==> src/rtl/ritc_phase_scan_pkg.sv <==
`default_nettype none
// +----------------------------------------------------------------------+
// | ritc_phase_scan_pkg                                                  |
// | Shared state encoding and select constants for the RITC phase scan. |
// | Rev 1.0                                                              |
// +----------------------------------------------------------------------+
package ritc_phase_scan_pkg;

    typedef enum logic [3:0] {
        ST_IDLE      = 4'd0,
        ST_SETTLE    = 4'd1,
        ST_SAMPLE    = 4'd2,
        ST_REPORT    = 4'd3,
        ST_STEP      = 4'd4,
        ST_WAIT_DONE = 4'd5,
        ST_RET_STEP  = 4'd6,
        ST_RET_WAIT  = 4'd7,
        ST_FINISH    = 4'd8
    } state_t;

    localparam logic [5:0] SEL_CLK_BASE  = 6'd0;
    localparam logic [5:0] SEL_DATA_BASE = 6'd3;
    localparam logic [5:0] SEL_VCDL      = 6'd39;
    localparam logic [5:0] SEL_MAX       = 6'd39;

    localparam int PS_TIMEOUT = 255;

endpackage
`default_nettype wire

==> src/rtl/ritc_phase_scan_mux.sv <==
`default_nettype none
// +----------------------------------------------------------------------+
// | ritc_phase_scan_mux                                                  |
// | Registered 40:1 bit select over the synchronized RITC samples.      |
// | Rev 1.0                                                              |
// +----------------------------------------------------------------------+
module ritc_phase_scan_mux (
    input  logic        clk,
    input  logic        rst_n,
    input  logic [5:0]  i_sel,
    input  logic [2:0]  i_clk_q,
    input  logic [11:0] i_ch0_q,
    input  logic [11:0] i_ch1_q,
    input  logic [11:0] i_ch2_q,
    input  logic        i_vcdl_q,
    output logic        o_bit
);
    import ritc_phase_scan_pkg::*;

    // Padded to 64 so any 6-bit select indexes a defined bit.
    logic [63:0] w_vec;

    always_comb begin
        w_vec                       = '0;
        w_vec[SEL_CLK_BASE +: 3]    = i_clk_q;
        w_vec[SEL_DATA_BASE +: 36]  = {i_ch2_q, i_ch1_q, i_ch0_q};
        w_vec[SEL_VCDL]             = i_vcdl_q;
    end

    always_ff @(posedge clk or negedge rst_n) begin
        if (!rst_n) begin
            o_bit <= 1'b0;
        end else begin
            o_bit <= (i_sel <= SEL_MAX) ? w_vec[i_sel] : 1'b0;
        end
    end

endmodule
`default_nettype wire

==> src/rtl/ritc_phase_scan_controller.sv <==
`default_nettype none
// +----------------------------------------------------------------------+
// | ritc_phase_scan_controller                                           |
// | Steps the MMCM fine phase, integrates one selected input bit per     |
// | step and records the first rising/falling transitions.              |
// | Option: RITC_PHASE_SCAN_RETURN_EN shifts the phase back at the end.  |
// | Rev 1.0                                                              |
// +----------------------------------------------------------------------+
module ritc_phase_scan_controller #(
    parameter int NUM_STEPS    = 448,
    parameter int SETTLE       = 8,
    parameter int LOG2_SAMPLES = 4,
    parameter int STEP_W       = 12
) (
    input  logic                    user_clk_i,
    input  logic                    user_rst_n_i,
    input  logic                    start_i,
    input  logic [5:0]              sel_i,
    input  logic [2:0]              clk_q_i,
    input  logic [11:0]             ch0_q_i,
    input  logic [11:0]             ch1_q_i,
    input  logic [11:0]             ch2_q_i,
    input  logic                    vcdl_q_i,
    output logic                    ps_en_o,
    output logic                    ps_incdec_o,
    input  logic                    ps_done_i,
    output logic                    scan_o,
    output logic                    busy_o,
    output logic                    done_o,
    output logic                    err_o,
    output logic                    step_valid_o,
    output logic [STEP_W-1:0]       step_idx_o,
    output logic [LOG2_SAMPLES:0]   step_count_o,
    output logic                    rise_found_o,
    output logic                    fall_found_o,
    output logic [STEP_W-1:0]       rise_step_o,
    output logic [STEP_W-1:0]       fall_step_o
);
    import ritc_phase_scan_pkg::*;

    localparam int TMR_W = 16;
    localparam logic [LOG2_SAMPLES:0] c_half = (LOG2_SAMPLES+1)'(2 ** (LOG2_SAMPLES - 1));

    state_t                 r_state;
    logic [5:0]             r_sel;
    logic [STEP_W-1:0]      r_step;
    logic [TMR_W-1:0]       r_timer;
    logic [LOG2_SAMPLES-1:0] r_samp;
    logic [LOG2_SAMPLES:0]  r_count;
    logic                   r_prev_lvl;
`ifdef RITC_PHASE_SCAN_RETURN_EN
    logic [STEP_W-1:0]      r_ret;
`endif

    logic w_bit;
    logic w_level;

    ritc_phase_scan_mux u_mux (
        .clk      (user_clk_i),
        .rst_n    (user_rst_n_i),
        .i_sel    (r_sel),
        .i_clk_q  (clk_q_i),
        .i_ch0_q  (ch0_q_i),
        .i_ch1_q  (ch1_q_i),
        .i_ch2_q  (ch2_q_i),
        .i_vcdl_q (vcdl_q_i),
        .o_bit    (w_bit)
    );

    // Exactly half is treated as low so a jittering edge does not count as high.
    assign w_level = (r_count > c_half);

    always_ff @(posedge user_clk_i or negedge user_rst_n_i) begin
        if (!user_rst_n_i) begin
            r_state      <= ST_IDLE;
            r_sel        <= '0;
            r_step       <= '0;
            r_timer      <= '0;
            r_samp       <= '0;
            r_count      <= '0;
            r_prev_lvl   <= 1'b0;
`ifdef RITC_PHASE_SCAN_RETURN_EN
            r_ret        <= '0;
`endif
            ps_en_o      <= 1'b0;
            ps_incdec_o  <= 1'b0;
            scan_o       <= 1'b0;
            busy_o       <= 1'b0;
            done_o       <= 1'b0;
            err_o        <= 1'b0;
            step_valid_o <= 1'b0;
            step_idx_o   <= '0;
            step_count_o <= '0;
            rise_found_o <= 1'b0;
            fall_found_o <= 1'b0;
            rise_step_o  <= '0;
            fall_step_o  <= '0;
        end else begin
            scan_o       <= 1'b0;
            step_valid_o <= 1'b0;
            done_o       <= 1'b0;
            ps_en_o      <= 1'b0;

            case (r_state)
                ST_IDLE: begin
                    if (start_i && !busy_o) begin
                        r_sel        <= sel_i;
                        r_step       <= '0;
                        r_timer      <= '0;
                        busy_o       <= 1'b1;
                        err_o        <= 1'b0;
                        rise_found_o <= 1'b0;
                        fall_found_o <= 1'b0;
                        rise_step_o  <= '0;
                        fall_step_o  <= '0;
                        if (sel_i > SEL_MAX) begin
                            err_o   <= 1'b1;
                            r_state <= ST_FINISH;
                        end else begin
                            r_state <= ST_SETTLE;
                        end
                    end
                end

                ST_SETTLE: begin
                    if (r_timer == TMR_W'(SETTLE - 1)) begin
                        r_timer <= '0;
                        r_samp  <= '0;
                        r_count <= '0;
                        scan_o  <= 1'b1;
                        r_state <= ST_SAMPLE;
                    end else begin
                        r_timer <= r_timer + TMR_W'(1);
                    end
                end

                ST_SAMPLE: begin
                    r_count <= r_count + (LOG2_SAMPLES+1)'(w_bit);
                    r_samp  <= r_samp + LOG2_SAMPLES'(1);
                    if (&r_samp) begin
                        r_state <= ST_REPORT;
                    end
                end

                ST_REPORT: begin
                    step_valid_o <= 1'b1;
                    step_idx_o   <= r_step;
                    step_count_o <= r_count;
                    r_prev_lvl   <= w_level;
                    if (r_step != '0) begin
                        if (!r_prev_lvl && w_level && !rise_found_o) begin
                            rise_found_o <= 1'b1;
                            rise_step_o  <= r_step;
                        end
                        if (r_prev_lvl && !w_level && !fall_found_o) begin
                            fall_found_o <= 1'b1;
                            fall_step_o  <= r_step;
                        end
                    end
                    if (r_step == STEP_W'(NUM_STEPS - 1)) begin
`ifdef RITC_PHASE_SCAN_RETURN_EN
                        r_ret       <= '0;
                        ps_en_o     <= 1'b1;
                        ps_incdec_o <= 1'b0;
                        r_state     <= ST_RET_STEP;
`else
                        r_state     <= ST_FINISH;
`endif
                    end else begin
                        r_step      <= r_step + STEP_W'(1);
                        ps_en_o     <= 1'b1;
                        ps_incdec_o <= 1'b1;
                        r_state     <= ST_STEP;
                    end
                end

                // PSEN is already high for this cycle; just arm the timeout.
                ST_STEP: begin
                    r_timer <= '0;
                    r_state <= ST_WAIT_DONE;
                end

                ST_WAIT_DONE: begin
                    if (ps_done_i) begin
                        r_timer <= '0;
                        r_state <= ST_SETTLE;
                    end else if (r_timer == TMR_W'(PS_TIMEOUT - 1)) begin
                        err_o   <= 1'b1;
                        r_state <= ST_FINISH;
                    end else begin
                        r_timer <= r_timer + TMR_W'(1);
                    end
                end

`ifdef RITC_PHASE_SCAN_RETURN_EN
                ST_RET_STEP: begin
                    r_timer <= '0;
                    r_state <= ST_RET_WAIT;
                end

                ST_RET_WAIT: begin
                    if (ps_done_i) begin
                        if (r_ret == STEP_W'(NUM_STEPS - 2)) begin
                            r_state <= ST_FINISH;
                        end else begin
                            r_ret       <= r_ret + STEP_W'(1);
                            ps_en_o     <= 1'b1;
                            ps_incdec_o <= 1'b0;
                            r_state     <= ST_RET_STEP;
                        end
                    end else if (r_timer == TMR_W'(PS_TIMEOUT - 1)) begin
                        err_o   <= 1'b1;
                        r_state <= ST_FINISH;
                    end else begin
                        r_timer <= r_timer + TMR_W'(1);
                    end
                end
`endif

                ST_FINISH: begin
                    done_o  <= 1'b1;
                    busy_o  <= 1'b0;
                    r_state <= ST_IDLE;
                end

                default: r_state <= ST_IDLE;
            endcase
        end
    end

endmodule
`default_nettype wire

==> config.mk <==
export PLATFORM = sky130hd
export DESIGN_NAME = ritc_phase_scan_controller
export DESIGN_NICKNAME = d
export VERILOG_FILES = /design/src/rtl/ritc_phase_scan_pkg.sv /design/src/rtl/ritc_phase_scan_mux.sv /design/src/rtl/ritc_phase_scan_controller.sv
export SDC_FILE = /design/constraint.sdc
export NUM_CORES = 1
export LEC_CHECK = 0
export ABC_AREA = 1
export BUFFER_PORTS_ARGS = -buffer_cell sky130_fd_sc_hd__buf_2
export CAP_MARGIN = 20
export CELL_PAD_IN_SITES_DETAIL_PLACEMENT = 1
export CELL_PAD_IN_SITES_GLOBAL_PLACEMENT = 2
export CORE_ASPECT_RATIO = 2
export CORE_MARGIN = 1.5
export CORE_UTILIZATION = 33
export CTS_BUF_LIST = sky130_fd_sc_hd__clkbuf_2 sky130_fd_sc_hd__clkbuf_4 sky130_fd_sc_hd__clkbuf_8
export DETAILED_ROUTE_END_ITERATION = 12
export PLACE_DENSITY = 0.79
export SETUP_SLACK_MARGIN = 0.3
export SLEW_MARGIN = 25
export SYNTH_ARGS = -nofsm -noshare
export SYNTH_HDL_FRONTEND = slang
export SYNTH_SLANG_ARGS = --single-unit
==> constraint.sdc <==
create_clock -name user_clk_i -period 1.9 [get_ports user_clk_i]
set_input_delay 0.095 -clock user_clk_i [delete_from_list [all_inputs] [get_ports user_clk_i]]
set_output_delay 0.095 -clock user_clk_i [all_outputs]
set_load 0.01 [all_outputs]
==> metrics.md <==
| Metric | Value |
|---|---|
| HPWL Detailed | 12.91 mm |
| Worst path top cell family by delay | buffers and inverters |
| CP max FO | 6 |
| Port Buffer Count | 99 |
| DRC errors left | 0 |
| #FFs+latches synth | 99 |
| Register area | 2484 sq um |
| HP Class | input pin to flip-flop |
| Final core occ | 51.01% |
| Cells after Synth | 660 |
| CP cell instances | nor2_4 > inv_4 > nor3_4 > buf_6 > buf_6 > o21ai_4 > nand2_4 > buf_12 > clkbuf_16 > nand2_1 > o21ai_1 |
| Final Critical Period | 1.814 ns |
| Max Slew Vio Count | 0 |
| Total Routing Usage GR | 22.55% |
| Most frequent CP cell | buf_6 |
| Antenna viol nets, final | 0 |
| Final setup viols | 0 |
| DR iter-0 viols | 227 |
| Clock Latency Late Sink | 0.41 ns |
| Share of cells above drive strength 1 | 43.74% |
| Worst Skew | 0.02012 ns |
| Yosys top cell area share | 48.10% |
| ANT cells | 0 |
| WS Path Type | flip-flop to flip-flop |
| Layout area overhead | 51.48% |
| Distinct cell type count after synthesis | 36 |
| Largest net degree at the start of global routing | 70 |
| Initial antenna violation count | 0 |
| Syn nets | 718 |
| DRT Pass-1 Iters | 4 |
| Filler Cells Inserted | 1849 |
| Nets | 915 |
| # Max-Cap Violations | 0 |
| Top post-synthesis cells by area | dfrtp_1, nand2_1, nand3_1 |
| Initial core utilization | 33.67% |
| Final cell count without fillers | 1060 |
| Worst Path Required | 2.23 ns |
| Synth Cell Area | 5150 sq um |
| CP endpoint kind | flip-flop |
| Clock Sink Count | 99 |
| H-tree depth | 3 |
| Via count | 5441 |
| Global-route wire length before repair | 29.00 mm |
| Fin Hold WS | 0.09586 ns |
| Worst slew pin tran | 0.4794 ns |
| Critical Path AT | 2.15 ns |
| Buf/Inv on CP | 5 |
| Vias per cell | 5.133 |
| Top FF cell, synth | dfrtp_1 |
| Power per Cell Area | 862.4 nW/um^2 |
| WL final | 20.24 mm |
| Placed cell count | 964 |
| CTS max path bufs | 2 |
| Avg Inst Size Synth | 7.803 sq um |
| Setup TNS | 0 ns |
| Ys Warns | 0 |
| Floorplan die area | 16410 sq um |
| WL/cell | 19.10 um |
| Final worst path period share | 95.45% |
| Num ports | 100 |
| CP max-delay cell | dfrtp_1 |
| CTS buffer count | 9 |
| Row Count | 64 |
| Outcome | finished clean |
| Root Driver | clkbuf_8 |
| Number of global-route vias before repair | 5767 |
| Top cells by count, synth | nand2_1, dfrtp_1, nand3_1 |
| Peak Freq | 551.4 MHz |
| Seq/Total Area, Yosys | 48.10% |
| Largest stage delay, worst path | 0.43 ns |
| Slew HR | 67.79% |
| Die width | 91.34 um |
| Cell taking the most area after synthesis | dfrtp_1 |
| Core area | 15290 sq um |
| Maximum vdd drop | 0.0006857 V |
| Die Y-Extent | 179.7 um |
| Unrepaired setup endpoints after global routing | true |
| Leak | 3.910 nW |
| Top-count cell post-synth | nand2_1 |
| RD Place Congestion | 0.8820 |
| Area of the multi-input gates | 3029 sq um |
| CTS tree | yes |
| Worst-path clk slew | 0.12 ns |
| FFs w/ async S/R, synth | 100.0% |
| Global route total overflow | 0 |
| EDFF count, synth | 0 |
| Final hold viol count | 0 |
| Startpoint types | flip-flop |
worst register-to-register path, cell delays in order (launching register included):
cell and delay [ns]:
dfrtp_1 0.43, nor2_4 0.17, inv_4 0.07, nor3_4 0.19, buf_6 0.16, buf_6 0.14, o21ai_4 0.08, nand2_4 0.11
buf_12 0.12, clkbuf_16 0.14, nand2_1 0.05, o21ai_1 0.10
registers in the layout (all words and copies together) (netlist names):
name / flops
rise_step_o: 12
r_step: 12
step_idx_o: 12
done_o: 1
r_sel: 6
r_state: 4
r_prev_lvl: 1
r_timer: 16
fall_found_o: 1
scan_o: 1
busy_o: 1
rise_found_o: 1
r_count: 5
ps_incdec_o: 1
step_count_o: 5
r_samp: 4
err_o: 1
fall_step_o: 12
u_mux.o_bit: 1
ps_en_o: 1
step_valid_o: 1
through the flow:
step | power [W] | instance area [sq um] | setup WS [ns]
after floorplan | 0.003547 | 5150 | 0.3974
after global placement | 0.004128 | 6031 | 0.06813
after detailed placement | 0.004192 | 6031 | 0.003064
after CTS | 0.006070 | 6862 | 0.2373
after global routing | 0.007088 | 7801 | 0.02101
final | 0.006728 | 7801 | 0.08636
layout make-up:
type / instances / area share (%)
Multi-Input combinational cell: 474 / 38.83
Tap cell: 198 / 3.176
Sequential cell: 99 / 31.84
Clock buffer: 9 / 1.588
Inverter: 74 / 3.978
Timing Repair Buffer: 199 / 19.55
Clock inverter: 7 / 1.043
logic make-up after synthesis:
family | count (synthesis) | share of synthesized area [%]
simple gates | 352 | 30.05
flops | 99 | 48.11
compound gates | 92 | 9.792
buf+inv | 92 | 7.143
xor+xnor | 15 | 2.551
fa+ha+maj | 8 | 1.944
mux | 2 | 0.4130
timing repair:
action                     in CTS  in global routing
setup endpoints to repair      74                 88
hold endpoints to repair      105                  0
gates resized for setup        61                169
hold buffers                    7                  0
pin swaps                      16                 37
buffers inserted               31                 32
gates cloned                    4                  6
per-layer routing:
metal	share of wire, %	track usage, %	wire, um	up-vias
met1	34	22.34	6784	2731
met2	60	44.66	12200	136
li1	-	-	-	2534
met5	0	0	0	-
met4	3.4	9.875	680	0
met3	2.8	3.215	571	40
where the power goes:
part	internal, W	leakage [nW]	switching, W
Sequential	0.00226	1.34	0.000142
Clock	0.000627	0.0944	0.000858
Combinational	0.00115	2.47	0.00170
Total	0.00403	3.91	0.00270
cell usage in the layout, fill, tap and decap left out, types with 11 or more instances in the layout:
cell | Yosys | routed
o21ai_0 | 27 | 17
nand2_2 | 3 | 29
nor2_4 | 0 | 12
nor2_1 | 42 | 26
buf_6 | 2 | 11
o21ai_2 | 3 | 32
nand2_4 | 2 | 22
o21ai_1 | 38 | 18
buf_4 | 0 | 67
dfrtp_1 | 99 | 94
buf_2 | 6 | 98
xor2_1 | 14 | 13
a21oi_1 | 12 | 11
nand2_1 | 197 | 148
inv_2 | 8 | 19
inv_1 | 66 | 50
nand3_1 | 67 | 62
worst paths after layout:
check	startpoint	endpoint	slack (ns)	cells after the start
max	r_state[3]	fall_step_o[6]	0.09	11
min	ch2_q_i[5]	u_mux.o_bit	0.1	5
max reg2reg	r_state[3]	fall_step_o[6]	0.09	11
min reg2reg	step_idx_o[9]	step_idx_o[9]	0.50	2
max in group asynchronous	user_rst_n_i	r_step[3]	1.25	3
min in group asynchronous	user_rst_n_i	r_timer[2]	0.29	3
(Power assumes the default switching activity.)
